`src/rtl/snake_ps2_pkg.sv`:
```
// Shared constants for the snake arrow-key decoder: scan codes, direction
// encodings, prefix FSM states and the reverse-move helper.
package snake_ps2_pkg;

  localparam logic [7:0] SC_EXT   = 8'hE0;
  localparam logic [7:0] SC_BRK   = 8'hF0;
  localparam logic [7:0] SC_UP    = 8'h75;
  localparam logic [7:0] SC_LEFT  = 8'h6B;
  localparam logic [7:0] SC_DOWN  = 8'h72;
  localparam logic [7:0] SC_RIGHT = 8'h74;
  localparam logic [7:0] SC_SPACE = 8'h29;

  typedef enum logic [2:0] {
    DIR_NONE  = 3'b000,
    DIR_UP    = 3'b001,
    DIR_LEFT  = 3'b010,
    DIR_DOWN  = 3'b011,
    DIR_RIGHT = 3'b100,
    DIR_HALT  = 3'b111
  } dir_t;

  typedef enum logic [1:0] {
    ST_IDLE,
    ST_EXT,
    ST_BRK,
    ST_EXT_BRK
  } ps2_state_t;

  function automatic logic is_reverse(input dir_t a, input dir_t b);
    return (a == DIR_UP    && b == DIR_DOWN)  ||
           (a == DIR_DOWN  && b == DIR_UP)    ||
           (a == DIR_LEFT  && b == DIR_RIGHT) ||
           (a == DIR_RIGHT && b == DIR_LEFT);
  endfunction

  // Non-arrow codes map to DIR_NONE so the caller can test for "is an arrow".
  function automatic dir_t arrow_dir(input logic [7:0] code);
    case (code)
      SC_UP:    return DIR_UP;
      SC_LEFT:  return DIR_LEFT;
      SC_DOWN:  return DIR_DOWN;
      SC_RIGHT: return DIR_RIGHT;
      default:  return DIR_NONE;
    endcase
  endfunction

endpackage

```
`src/rtl/snake_dir_decoder_queue.sv`:
```
// Small synchronous FIFO of directions; a pop and a push may share a cycle
// even when full, and flush empties it unconditionally.
module dir_queue
  import snake_ps2_pkg::*;
#(
  parameter int DEPTH = 4
) (
  input  logic                       clk,
  input  logic                       reset,
  input  logic                       flush,
  input  logic                       push,
  input  logic                       pop,
  input  dir_t                       din,
  output dir_t                       head,
  output dir_t                       tail,
  output logic [$clog2(DEPTH+1)-1:0] count,
  output logic                       full,
  output logic                       empty
);

  localparam int CW = $clog2(DEPTH + 1);
  localparam int PW = (DEPTH > 1) ? $clog2(DEPTH) : 1;

  dir_t           mem [DEPTH];
  logic [PW-1:0]  rd_ptr;
  logic [PW-1:0]  wr_ptr;
  logic [PW-1:0]  tail_ptr;
  logic           push_ok;
  logic           pop_ok;

  function automatic logic [PW-1:0] ptr_inc(input logic [PW-1:0] p);
    return (p == PW'(DEPTH - 1)) ? '0 : p + 1'b1;
  endfunction

  assign empty    = (count == '0);
  assign full     = (count == CW'(DEPTH));
  assign pop_ok   = pop && !empty && !flush;
  assign push_ok  = push && !flush && (!full || pop_ok);
  assign tail_ptr = (wr_ptr == '0) ? PW'(DEPTH - 1) : wr_ptr - 1'b1;
  assign head     = mem[rd_ptr];
  assign tail     = mem[tail_ptr];

  always_ff @(posedge clk) begin
    if (reset || flush) begin
      rd_ptr <= '0;
      wr_ptr <= '0;
      count  <= '0;
    end else begin
      if (push_ok) wr_ptr <= ptr_inc(wr_ptr);
      if (pop_ok)  rd_ptr <= ptr_inc(rd_ptr);
      if (push_ok && !pop_ok)      count <= count + 1'b1;
      else if (pop_ok && !push_ok) count <= count - 1'b1;
    end
  end

  always_ff @(posedge clk) begin
    if (push_ok) mem[wr_ptr] <= din;
  end

endmodule

```
`src/rtl/snake_dir_decoder.sv`:
```
// PS/2 set-2 arrow-key decoder for the snake game: prefix FSM, legal-move
// filter and a short move queue drained one entry per game step.
//
// state      | meaning
// -----------+---------------------------------------------
// ST_IDLE    | no prefix pending; bytes are plain make codes
// ST_EXT     | E0 seen; next byte is an extended make code
// ST_BRK     | F0 seen; next byte is a released key, ignored
// ST_EXT_BRK | E0 F0 seen; next byte is a released key, ignored
module snake_dir_decoder
  import snake_ps2_pkg::*;
#(
  parameter int QUEUE_DEPTH   = 4,
  parameter int REQUIRE_E0    = 0,
  parameter int ALLOW_REVERSE = 0
) (
  input  logic                             VGA_clk,
  input  logic                             reset,
  input  logic [7:0]                       rx_data,
  input  logic                             rx_valid,
  input  logic                             step,
  input  logic                             halt,
  output logic [2:0]                       direction,
  output logic                             game_reset,
  output logic [$clog2(QUEUE_DEPTH+1)-1:0] q_count,
  output logic                             drop
);

  ps2_state_t state;
  ps2_state_t state_next;
  logic       make_seen;
  logic       make_ext;

  dir_t dir_q;
  dir_t cand_dir;
  dir_t ref_dir;
  dir_t q_head;
  dir_t q_tail;
  logic q_full;
  logic q_empty;
  logic halt_q;
  logic cand_valid;
  logic cand_legal;
  logic accept;
  logic push;
  logic pop;
  logic drop_next;
  logic space_hit;

  always_ff @(posedge VGA_clk) begin
    if (reset) state <= ST_IDLE;
    else       state <= state_next;
  end

  always_comb begin
    state_next = state;
    make_seen  = 1'b0;
    make_ext   = 1'b0;
    if (rx_valid) begin
      case (state)
        ST_IDLE: begin
          if (rx_data == SC_EXT)      state_next = ST_EXT;
          else if (rx_data == SC_BRK) state_next = ST_BRK;
          else                        make_seen  = 1'b1;
        end
        ST_EXT: begin
          if (rx_data == SC_BRK)      state_next = ST_EXT_BRK;
          else if (rx_data == SC_EXT) state_next = ST_EXT;
          else begin
            make_seen  = 1'b1;
            make_ext   = 1'b1;
            state_next = ST_IDLE;
          end
        end
        default: state_next = ST_IDLE;
      endcase
    end
  end

  // NONE/HALT references never match or reverse a real arrow, so they admit anything.
  assign cand_dir   = arrow_dir(rx_data);
  assign cand_valid = make_seen && (cand_dir != DIR_NONE) && (make_ext || REQUIRE_E0 == 0);
  assign ref_dir    = q_empty ? dir_q : q_tail;
  assign cand_legal = (cand_dir != ref_dir) &&
                      (ALLOW_REVERSE != 0 || !is_reverse(ref_dir, cand_dir));
  assign accept     = cand_valid && cand_legal && !halt;
  assign pop        = step && !halt && !q_empty;
  assign push       = accept && (!q_full || pop);
  assign drop_next  = accept && q_full && !pop;
  assign space_hit  = make_seen && !make_ext && (rx_data == SC_SPACE) && halt;

  dir_queue #(.DEPTH(QUEUE_DEPTH)) u_queue (
    .clk   (VGA_clk),
    .reset (reset),
    .flush (halt),
    .push  (push),
    .pop   (pop),
    .din   (cand_dir),
    .head  (q_head),
    .tail  (q_tail),
    .count (q_count),
    .full  (q_full),
    .empty (q_empty)
  );

  always_ff @(posedge VGA_clk) begin
    if (reset) begin
      dir_q      <= DIR_NONE;
      halt_q     <= 1'b0;
      game_reset <= 1'b0;
      drop       <= 1'b0;
    end else begin
      halt_q     <= halt;
      game_reset <= space_hit;
      drop       <= drop_next;
      if (halt)        dir_q <= DIR_HALT;
      else if (halt_q) dir_q <= DIR_NONE;
      else if (pop)    dir_q <= q_head;
    end
  end

  assign direction = dir_q;

endmodule

```
`config.mk`:
```
export PLATFORM = sky130hd
export DESIGN_NAME = snake_dir_decoder
export DESIGN_NICKNAME = d
export VERILOG_FILES = /design/src/rtl/snake_ps2_pkg.sv /design/src/rtl/snake_dir_decoder_queue.sv /design/src/rtl/snake_dir_decoder.sv
export SDC_FILE = /design/constraint.sdc
export NUM_CORES = 1
export LEC_CHECK = 0
export ABC_AREA = 0
export CAP_MARGIN = 25
export CORE_ASPECT_RATIO = 0.9
export CORE_UTILIZATION = 35
export DETAILED_ROUTE_END_ITERATION = 6
export DONT_BUFFER_PORTS = 1
export PLACE_DENSITY = 0.54
export SYNTH_ARGS = -nofsm -noshare
export SYNTH_HDL_FRONTEND = slang
export SYNTH_HIERARCHICAL = 1
export SYNTH_SLANG_ARGS = --single-unit
```
`constraint.sdc`:
```
create_clock -name VGA_clk -period 5.7 [get_ports VGA_clk]
set_clock_uncertainty 0.15 [all_clocks]
set_input_delay 1.14 -clock VGA_clk [delete_from_list [all_inputs] [get_ports VGA_clk]]
set_output_delay 1.14 -clock VGA_clk [all_outputs]
set_load 0.1 [all_outputs]
```
==> Word-level counts from Yosys, hierarchy flattened <==
Memories as Yosys holds them, arrays and structs flattened. A register that Yosys moved wholly into a read port is not among the register bits.
Index checks and enable logic that the tools add are counted.
W data, S select, Z words.
{ "op_classes": {"shift": 0, "eq_ne": 21, "mul": 0, "magnitude_cmp": 0, "n_mux": 27, "add_sub_neg": 5, "div_mod_pow": 0, "n_reduce_logical": 43, "bitwise": 0} }
{ "ops": {"columns": ["op", "count"], "rows": [
  ["$eq A8 B7 Y1 const B", 4],
  ["$logic_and A1 B1 Y1", 22],
  ["$mux W3", 6],
  ["$eq A8 B8 Y1 const B", 2],
  ["$mux W2", 8],
  ["$eq A3 B2 Y1 const B", 4],
  ["$pmux W3 S4", 1],
  ["$mux W1", 10],
  ["$eq A3 B3 Y1 const B", 3],
  ["$eq A8 B6 Y1 const B", 1],
  ["$logic_not A1 Y1", 8],
  ["$eq A3 B1 Y1 const B", 2],
  ["$logic_or A1 B1 Y1", 6],
  ["$reduce_bool A3 Y1", 2],
  ["$add A2 B1 Y2 const B", 2],
  ["$eq A2 B2 Y1 const B", 2],
  ["$logic_not A2 Y1", 2],
  ["$pmux W2 S2", 1],
  ["$add A3 B1 Y3 const B", 1],
  ["$logic_not A3 Y1", 1],
  ["$ne A3 B3 Y1", 1],
  ["$ne A3 B3 Y1 const B", 1],
  ["$sub A3 B1 Y3 const B", 1],
  ["$eq A2 B1 Y1 const B", 1],
  ["other kinds (4)", 4]
]} }
{ "word_totals": {"latch_bits": 0, "regBits": 15, "in_bits": 13, "ram_bits": 12, "romBits": 0, "mem_count": 1} }
{ "memory_table": {"columns": ["name", "words", "width", "read_ports", "rd_clocked_by_memory_dff", "write_ports", "line_no", "rtl"], "rows": [
  ["u_queue.mem", 4, 3, 2, 1, 1, "snake_dir_decoder_queue.sv:24", "dir_t mem [DEPTH];"]
]} }

==> Logic depth before layout (Yosys ltp) <==
Gate-level depths: netlist (run 1).
An unclocked memory read counts as a cell.
{ "depth": {"ltp_word": 20, "mapped_depth": 17, "ltp_nobuf": 17} }

==> By module <==
Netlist (run 1), hierarchy kept.
{ "by_module_without_submodules": {"columns": ["module", "cells_each", "seq_area_each_um2", "instances", "area_per_inst_um2"], "rows": [
  ["dir_queue", 72, 540.5, 1, 1012.2],
  ["snake_dir_decoder", 84, 160.2, 1, 659.4]
]} }

==> Least setup slack after synthesis (run 1) <==
No wires, ideal clock.
{ "synth_timing": {"kind": "input to register", "startpoint": "input port rx_data[2]", "endpoint": "register u_queue.count[2]", "path_slack_ps": 1640, "setup_time_ps": 70, "path_buffers": 0, "arrival_time_ps": 3840, "path_stages": 13, "path_cell_list": "or3b_4 -> a2111oi_4 -> or2_1 -> a32o_1 -> and3_1 -> nand2b_1 -> a21oi_4 -> ha_1 -> inv_1 -> fa_1 -> xor2_1 -> or3_1 -> a21oi_1"} }
{ "synth_via": {"elab_chain_cells": 17, "elab_cells_between_ends": 39} }
{ "synth_lines": {"columns": ["element", "line_no", "rtl"], "rows": [
  ["start: declaration", "snake_dir_decoder.sv:19", "input logic [7:0] rx_data,"],
  ["$eq A8 B7 Y1", "snake_ps2_pkg.sv:38", "case (code)"],
  ["$pmux W3 S4 *", "snake_ps2_pkg.sv:38", null],
  ["named net cand_dir[0]", "snake_dir_decoder.sv:35", "dir_t cand_dir;"],
  ["$eq A3 B2 Y1 / $eq A3 B1 Y1 (equally long branches)", "snake_ps2_pkg.sv:30, snake_ps2_pkg.sv:31", null],
  ["$logic_and A1 B1 Y1 (on tied branches)", "snake_ps2_pkg.sv:30, snake_ps2_pkg.sv:31", null],
  ["$logic_or A1 B1 Y1", "snake_ps2_pkg.sv:30", "return (a == DIR_UP && b == DIR_DOWN) ||"],
  ["$logic_or A1 B1 Y1", "snake_ps2_pkg.sv:31", "(a == DIR_DOWN && b == DIR_UP) ||"],
  ["$logic_or A1 B1 Y1", "snake_ps2_pkg.sv:32", "(a == DIR_LEFT && b == DIR_RIGHT) ||"],
  ["[2 not listed]", null, null],
  ["$logic_and A1 B1 Y1 * (2 in a row)", "snake_dir_decoder.sv:86", "assign accept = cand_valid && cand_legal && !halt;"],
  ["$logic_and A1 B1 Y1 *", "snake_dir_decoder.sv:88", "assign push = accept && (!q_full || pop);"],
  ["named net push", "snake_dir_decoder.sv:45", "logic push;"],
  ["$logic_and A1 B1 Y1 * (2 in a row)", "snake_dir_decoder_queue.sv:38", "assign push_ok = push && !flush && (!full || pop_ok);"],
  ["named net u_queue.push_ok", "snake_dir_decoder_queue.sv:28", "logic push_ok;"],
  ["$logic_not A1 Y1", "snake_dir_decoder_queue.sv:52", "else if (pop_ok && !push_ok) count <= count - 1'b1;"],
  ["$logic_and A1 B1 Y1", "snake_dir_decoder_queue.sv:52", null],
  ["$reduce_bool A2 Y1 (no line)", null, null],
  ["end signal: assignment", "snake_dir_decoder_queue.sv:51", "if (push_ok && !pop_ok) count <= count + 1'b1;"],
  ["end signal: assignment", "snake_dir_decoder_queue.sv:52", null],
  ["end: declaration", "snake_dir_decoder_queue.sv:16", "output logic [$clog2(DEPTH+1)-1:0] count,"]
]} }
Mark *: on every way through the listed nets, which the timed path passes. The rest lies on a longest branch.
A chain may end at the register's enable or synchronous reset.

==> Final worst setup path (run 1) <==
{ "layout_timing": {"startpoint": "register u_queue.wr_ptr[0]", "endpoint": "register u_queue.count[2]"} }
{ "layout_via": {"elab_chain_cells": 19, "elab_cells_between_ends": 29} }
{ "layout_lines": {"columns": ["element", "line_no", "rtl"], "rows": [
  ["start: declaration", "snake_dir_decoder_queue.sv:26", "logic [PW-1:0] wr_ptr;"],
  ["start signal: assignment", "snake_dir_decoder_queue.sv:49", "if (push_ok) wr_ptr <= ptr_inc(wr_ptr);"],
  ["$sub A2 B1 Y2 / $logic_not A2 Y1 (equally long branches)", "snake_dir_decoder_queue.sv:39", "assign tail_ptr = (wr_ptr == '0) ? PW'(DEPTH - 1) : wr_ptr - 1'b1;"],
  ["$mux W2 *", "snake_dir_decoder_queue.sv:39", null],
  ["$mem_v2 Z4 W3 *", null, null],
  ["named net q_tail[1]", "snake_dir_decoder.sv:38", "dir_t q_tail;"],
  ["$mux W3 *", "snake_dir_decoder.sv:83", "assign ref_dir = q_empty ? dir_q : q_tail;"],
  ["$eq A3 B1 Y1 / $eq A3 B2 Y1 (equally long branches)", "snake_ps2_pkg.sv:30, snake_ps2_pkg.sv:31", null],
  ["$logic_and A1 B1 Y1 (on tied branches)", "snake_ps2_pkg.sv:30, snake_ps2_pkg.sv:31", null],
  ["$logic_or A1 B1 Y1", "snake_ps2_pkg.sv:30", null],
  ["[4 not listed]", null, null],
  ["$logic_and A1 B1 Y1 * (2 in a row)", "snake_dir_decoder.sv:86", null],
  ["$logic_and A1 B1 Y1 *", "snake_dir_decoder.sv:88", null],
  ["named net push", "snake_dir_decoder.sv:45", null],
  ["$logic_and A1 B1 Y1 * (2 in a row)", "snake_dir_decoder_queue.sv:38", null],
  ["named net u_queue.push_ok", "snake_dir_decoder_queue.sv:28", null],
  ["$logic_not A1 Y1", "snake_dir_decoder_queue.sv:52", null],
  ["$logic_and A1 B1 Y1", "snake_dir_decoder_queue.sv:52", null],
  ["$reduce_bool A2 Y1 (no line)", null, null]
]} }
Marks and branches as above.

==> results of run 1 <==
## layer usage
metal | up-vias | global-route usage | wire length (um)
li1 | 598 | - | -
met1 | 565 | 0.218 | 1650
met2 | 23 | 0.277 | 1760
met3 | 4 | 0.0597 | 173
met4 | 0 | 0.0495 | 32
met5 | - | 0 | 0
## worst paths after layout
path                            depth (start not counted)               from          endpoint  slack [ns]
worst max-delay path                                   16  u_queue/wr_ptr[0]  u_queue/count[2]        1.58
worst min register to register                          2           state[1]          state[1]        0.32
worst max register to register                         16  u_queue/wr_ptr[0]  u_queue/count[2]        1.58
worst min-delay path                                    2           state[1]          state[1]        0.32
## cell families (layout without fill, tap and decap cells)
group | Yosys count | after routing
simple gates | 73 | 73
flops | 29 | 29
compound gates | 25 | 25
mux | 10 | 10
fa+ha+maj | 7 | 7
buf+inv | 7 | 20
xor+xnor | 5 | 5
## sequential cells by signal, summed over array words and instances, names as in the netlist, named ones only
register        flops
u_queue/mem        12
u_queue/wr_ptr      2
u_queue/count       3
state               2
direction           3
game_reset          1
halt_q              1
drop                1
u_queue/rd_ptr      2
## cell usage after synthesis, types with 3 or more instances
cell	instances	area (um2)
dfxtp_1	17	340
edfxtp_1	12	360
mux2i_1	3	30.0
or3_1	3	18.8
a21oi_1	8	40.0
nor3_1	4	20.0
mux4_2	6	135
nand2b_1	7	43.8
nand3b_1	3	22.5
inv_1	5	18.8
xor2_1	3	26.3
and2_1	4	25.0
o21ai_0	5	25.0
nor2_1	14	52.6
and3_1	3	18.8
nor2b_1	4	25.0
nand2_1	13	48.8
o211ai_1	3	22.5
ha_1	6	75.1
## power breakdown
part | internal [mW] | total (mW) | switching (mW)
Sequential | 0.217 | 0.226 | 0.00946
Clock | 0.0840 | 0.164 | 0.0801
Combinational | 0.0145 | 0.0302 | 0.0157
## area by class of cell
type	count	area, um2	area share
Sequential cell	29	701	0.363
Timing Repair Buffer	7	100	0.0519
Clock buffer	5	68.8	0.0357
Multi-Input combinational cell	120	945	0.490
Clock inverter	3	17.5	0.00909
Inverter	5	18.8	0.00973
Tap cell	62	77.6	0.0402
## critical path, delay by kind of cell, from the launching register on
| family | cells | cell delay, ns |
|---|---|---|
| AO/OA/AOI/OAI | 3 | 0.58 |
| XOR/XNOR | 2 | 0.25 |
| adder cells (fa/ha/maj) | 3 | 0.85 |
| buffers and inverters | 2 | 0.18 |
| flip-flops | 1 | 0.39 |
| multiplexers | 2 | 0.82 |
| AND/OR/NAND/NOR | 4 | 0.79 |
==> flow_metrics.py, run 1 <==
metrics = {
    "final_layout": {
        "drive_above_1_share": 0.178,
        "mostFrequentLayoutCells": "dfxtp_1, nor2_1, nand2_1",
        "fin_util": 0.427,
        "areaGrowthSynthToFinish_pct": 15.3,
        "fin_area_mm2": 0.00193,
        "fillCellCount": 448,
        "fin_nets": 188,
        "layout.cells.non_filler": 231,
        "final_common_cell": "dfxtp_1",
        "diodes": 0,
    },
    "setup_path": {
        "cp-start-kind": "flop",
        "cp-end-kind": "flop",
        "path_cells": "inv_1, ha_1, nor2_2, mux4_2, mux2i_1, xnor2_1, a31oi_1, and3_1, nand2b_1, a21oi_4, ha_1, inv_1, fa_1, xor2_1, or3_1, a21oi_1",
        "worstPathRequired_ns": 5.76,
        "crit_path_max_fanout": 7,
        "cp.arrival_ns": 4.17,
        "path_class": "reg2reg",
        "slowest_delay_ns": 0.59,
        "cp_slowest_cell": "mux4_2",
    },
    "timing": {
        "setup_ws_ns": 1.58,
        "slew_viol_final": 0,
        "relSlewSlack": 0.295,
        "hold_violations": 0,
        "worst_slew_pin_slew_ns": 1.06,
        "rsz0062_at_grt": "false",
        "period_share": 0.722,
        "tns_ns": 0,
        "setup_viol": 0,
        "fmax_mhz": 243,
        "period_needed_ns": 4.12,
        "timing.hold.ws_ns": 0.324,
    },
    "logic_synthesis": {
        "netlist_area_mm2": 0.00167,
        "synthAdderAreaFrac": 0.0569,
        "postSynthCellCount": 156,
        "avgSynthCellArea_um2": 10.7,
        "yosysWarnings": 6,
        "yosys.area_share.simple": 0.262,
        "syn_nets": 176,
        "ys_seq_area_frac": 0.419,
        "synth_edf_count": 12,
        "synth.distinct_cells": 46,
        "synth_xor_area_frac": 0.0262,
        "synthArstFlopShare": 0,
        "synth_top_family_by_area": "simple AND/OR/NAND/NOR gates",
        "synth_compound_area_frac": 0.112,
        "synthMuxAreaShare": 0.108,
        "ys_ff_latch": 29,
        "postSynth.topFlopCell": "dfxtp_1",
    },
    "placement": {
        "place_area_mm2": 0.00180,
        "place_inst": 220,
        "hpwlAfterDp_um": 2780,
        "place_ws_ns": 1.30,
        "place.gp.congestion": 0.879,
        "io_buffers": 0,
    },
    "detailed_routing": {
        "first_pass_iters": 4,
        "ant_nets": 0,
        "wl_per_cell_um": 15.7,
        "wirelength_um": 3620,
        "vias": 1190,
        "dr.first_iter.drc_count": 58,
        "vias_per_cell": 5.15,
        "drc_errors": 0,
    },
    "run_status": {
        "status": "finished clean",
    },
    "cts": {
        "cts_buffers": 5,
        "ctsResizeCount": 0,
        "tritoncts": "done",
        "cts_setup_buffers": 0,
        "postCtsHoldBufs": 0,
        "insertion_delay_ns": 0.28,
        "clock-sinks": 29,
        "cts_root_buf": "clkbuf_8",
        "cts.path.max_buffers": 2,
        "cts_htree_levels": 2,
        "cts.clk_slew.worst_paths_ns": 0.07,
    },
    "power": {
        "vdd_drop_max_mv": 0.125,
        "total_power_uw": 420,
        "cellPowerDensity_mw_per_mm2": 218,
        "p_leak_nw": 0.666,
    },
    "global_routing": {
        "antenna_found_initial": 0,
        "grt_max_degree": 13,
        "grt_overflow": 0,
        "track_usage": 0.172,
        "grt_pass1_vias": 1227,
        "grt_pass1_wl_um": 6160,
    },
    "floorplan": {
        "io_pins": 21,
        "floorplan.initialDensity": 0.370,
        "core_area_mm2": 0.00452,
        "die_x_um": 74.8,
        "fp-row-count": 23,
        "die_y_um": 67.6,
        "dieArea_mm2": 0.00506,
    },
    "hold_path": {
        "hp-class": "reg2reg",
    },
    "run": {
        "maxCapViolCount": 0,
    },
}
(Power assumes the default switching activity.)
==> inputs of run 2 (changes only) <==
- clock period: 5.7 -> 4.1 ns (I/O delays scaled with it)
==> flow_metrics.py, run 2 (same netlist as run 1, synthesis figures left out) <==
metrics = {
    "final_layout": {
        "areaGrowthSynthToFinish_pct": 14.4,
        "fin_area_mm2": 0.00191,
        "final_common_cell": "dfxtp_1",
        "layout.cells.non_filler": 233,
        "diodes": 0,
        "largest_reg_flops": 12,
        "multi_input_area_um2": 967,
        "fin_nets": 190,
        "top_register": "u_queue/mem",
        "regArea_um2": 702,
        "fillCellCount": 450,
        "drive_above_1_share": 0.187,
        "mostFrequentLayoutCells": "dfxtp_1, nor2_1, nand2_1",
    },
    "floorplan": {
        "floorplan.initialDensity": 0.370,
        "core_area_mm2": 0.00452,
        "die_y_um": 67.6,
        "fp-row-count": 23,
        "dieArea_mm2": 0.00506,
        "die_x_um": 74.8,
        "io_pins": 21,
    },
    "global_routing": {
        "track_usage": 0.172,
        "grt_pass1_vias": 1293,
        "grt_max_degree": 13,
        "antenna_found_initial": 0,
        "grt_pass1_wl_um": 6220,
        "grt_overflow": 0,
    },
    "cts": {
        "cts_buffers": 5,
        "postCtsHoldBufs": 0,
        "cts.path.max_buffers": 2,
        "cts_setup_buffers": 0,
        "ctsResizeCount": 0,
        "clock-sinks": 29,
        "cts_htree_levels": 2,
        "cts.clk_slew.worst_paths_ns": 0.06,
        "tritoncts": "done",
        "cts_root_buf": "clkbuf_8",
        "insertion_delay_ns": 0.27,
    },
    "hold_path": {
        "hp-class": "reg2reg",
        "hp-start": "state[1]",
    },
    "setup_path": {
        "worstPathRequired_ns": 4.15,
        "slowest_delay_ns": 0.59,
        "cp.arrival_ns": 3.93,
        "path_cells": "inv_1, ha_1, nor2_4, mux4_2, nor3_2, a21oi_1, o211ai_1, a32o_1, and3_1, nand2b_1, a21oi_4, ha_1, inv_1, fa_1, xor2_1, or3_1, a21oi_1",
        "cp-start-kind": "flop",
        "setup.worst_path.start": "u_queue/wr_ptr[0]",
        "crit_family": "simple AND/OR/NAND/NOR gates",
        "cp-end-kind": "flop",
        "worstPathBufferInverterCount": 2,
        "crit_path_max_fanout": 4,
        "cp_slowest_cell": "mux4_2",
        "reg2reg_from": "u_queue/wr_ptr[0]",
        "path_class": "reg2reg",
    },
    "detailed_routing": {
        "wirelength_um": 3750,
        "ant_nets": 0,
        "vias": 1239,
        "first_pass_iters": 4,
        "wl_per_cell_um": 16.1,
        "vias_per_cell": 5.32,
        "drc_errors": 0,
        "dr.first_iter.drc_count": 66,
    },
    "power": {
        "vdd_drop_max_mv": 0.160,
        "p_seq_frac": 0.533,
        "clockPowerShare": 0.381,
        "p_sw_uw": 133,
        "total_power_uw": 572,
        "p_comb_frac": 0.086,
        "p_int_uw": 439,
        "p_leak_nw": 0.654,
        "cellPowerDensity_mw_per_mm2": 299,
        "netSwitchingFraction": 0.233,
    },
    "timing": {
        "worst_slew_pin_slew_ns": 0.941,
        "hold_violations": 0,
        "period_needed_ns": 3.88,
        "setup_viol": 0,
        "tns_ns": 0,
        "timing.hold.ws_ns": 0.319,
        "fmax_mhz": 258,
        "period_share": 0.945,
        "slew_viol_final": 0,
        "relSlewSlack": 0.372,
    },
    "placement": {
        "place.gp.congestion": 0.840,
        "io_buffers": 0,
        "place_area_mm2": 0.00181,
        "place_inst": 225,
        "hpwlAfterDp_um": 2940,
    },
    "run": {
        "maxCapViolCount": 0,
    },
    "run_status": {
        "status": "finished clean",
    },
}
run 2: final timing paths:
kind / end / slack, ns / cells after the start
worst min register to register: state[1] / 0.32 / 2
worst max-delay path: u_queue/count[2] / 0.22 / 17
worst max register to register: u_queue/count[2] / 0.22 / 17
worst min-delay path: state[1] / 0.32 / 2
run 2: layout make-up:
class,instances,share of cell area
Multi-Input combinational cell,120,0.506
Sequential cell,29,0.367
Clock buffer,8,0.0419
Tap cell,62,0.0405
Timing Repair Buffer,9,0.0353
Inverter,5,0.00981
run 2: tightest hold or removal path: cells and delay by family (launching register included):
| kind | cells | cell delay, ns |
|---|---|---|
| and+or+nand+nor | 1 | 0.06 |
| DFF | 1 | 0.31 |
| AOI/OAI and AO/OA | 1 | 0.05 |
run 2: power groups by stage:
stage | logic [mW] | registers [mW] | clock network, mW
floorplan | 0.0239 | 0.326 | 0
global placement | 0.0468 | 0.310 | 0
detailed placement | 0.0481 | 0.311 | 0
CTS | 0.0484 | 0.305 | 0.226
global route | 0.0529 | 0.305 | 0.240
finish | 0.0492 | 0.305 | 0.218
run 2: layer usage:
| metal | vias to the layer above | GRT usage | wire length [um] |
|---|---|---|---|
| li1 | 602 | - | - |
| met1 | 591 | 0.212 | 1660 |
| met2 | 40 | 0.278 | 1790 |
| met3 | 6 | 0.0522 | 251 |
| met4 | 0 | 0.0731 | 55 |
| met5 | - | 0 | 0 |
run 2: metrics by stage:
stage / setup WS (ns) / util
after floorplan: 0.203 / -
after global placement: 0.268 / 0.400
after detailed placement: 0.124 / 0.400
after CTS: 0.110 / 0.418
after global routing: -0.0103 / 0.423
final: 0.225 / 0.423
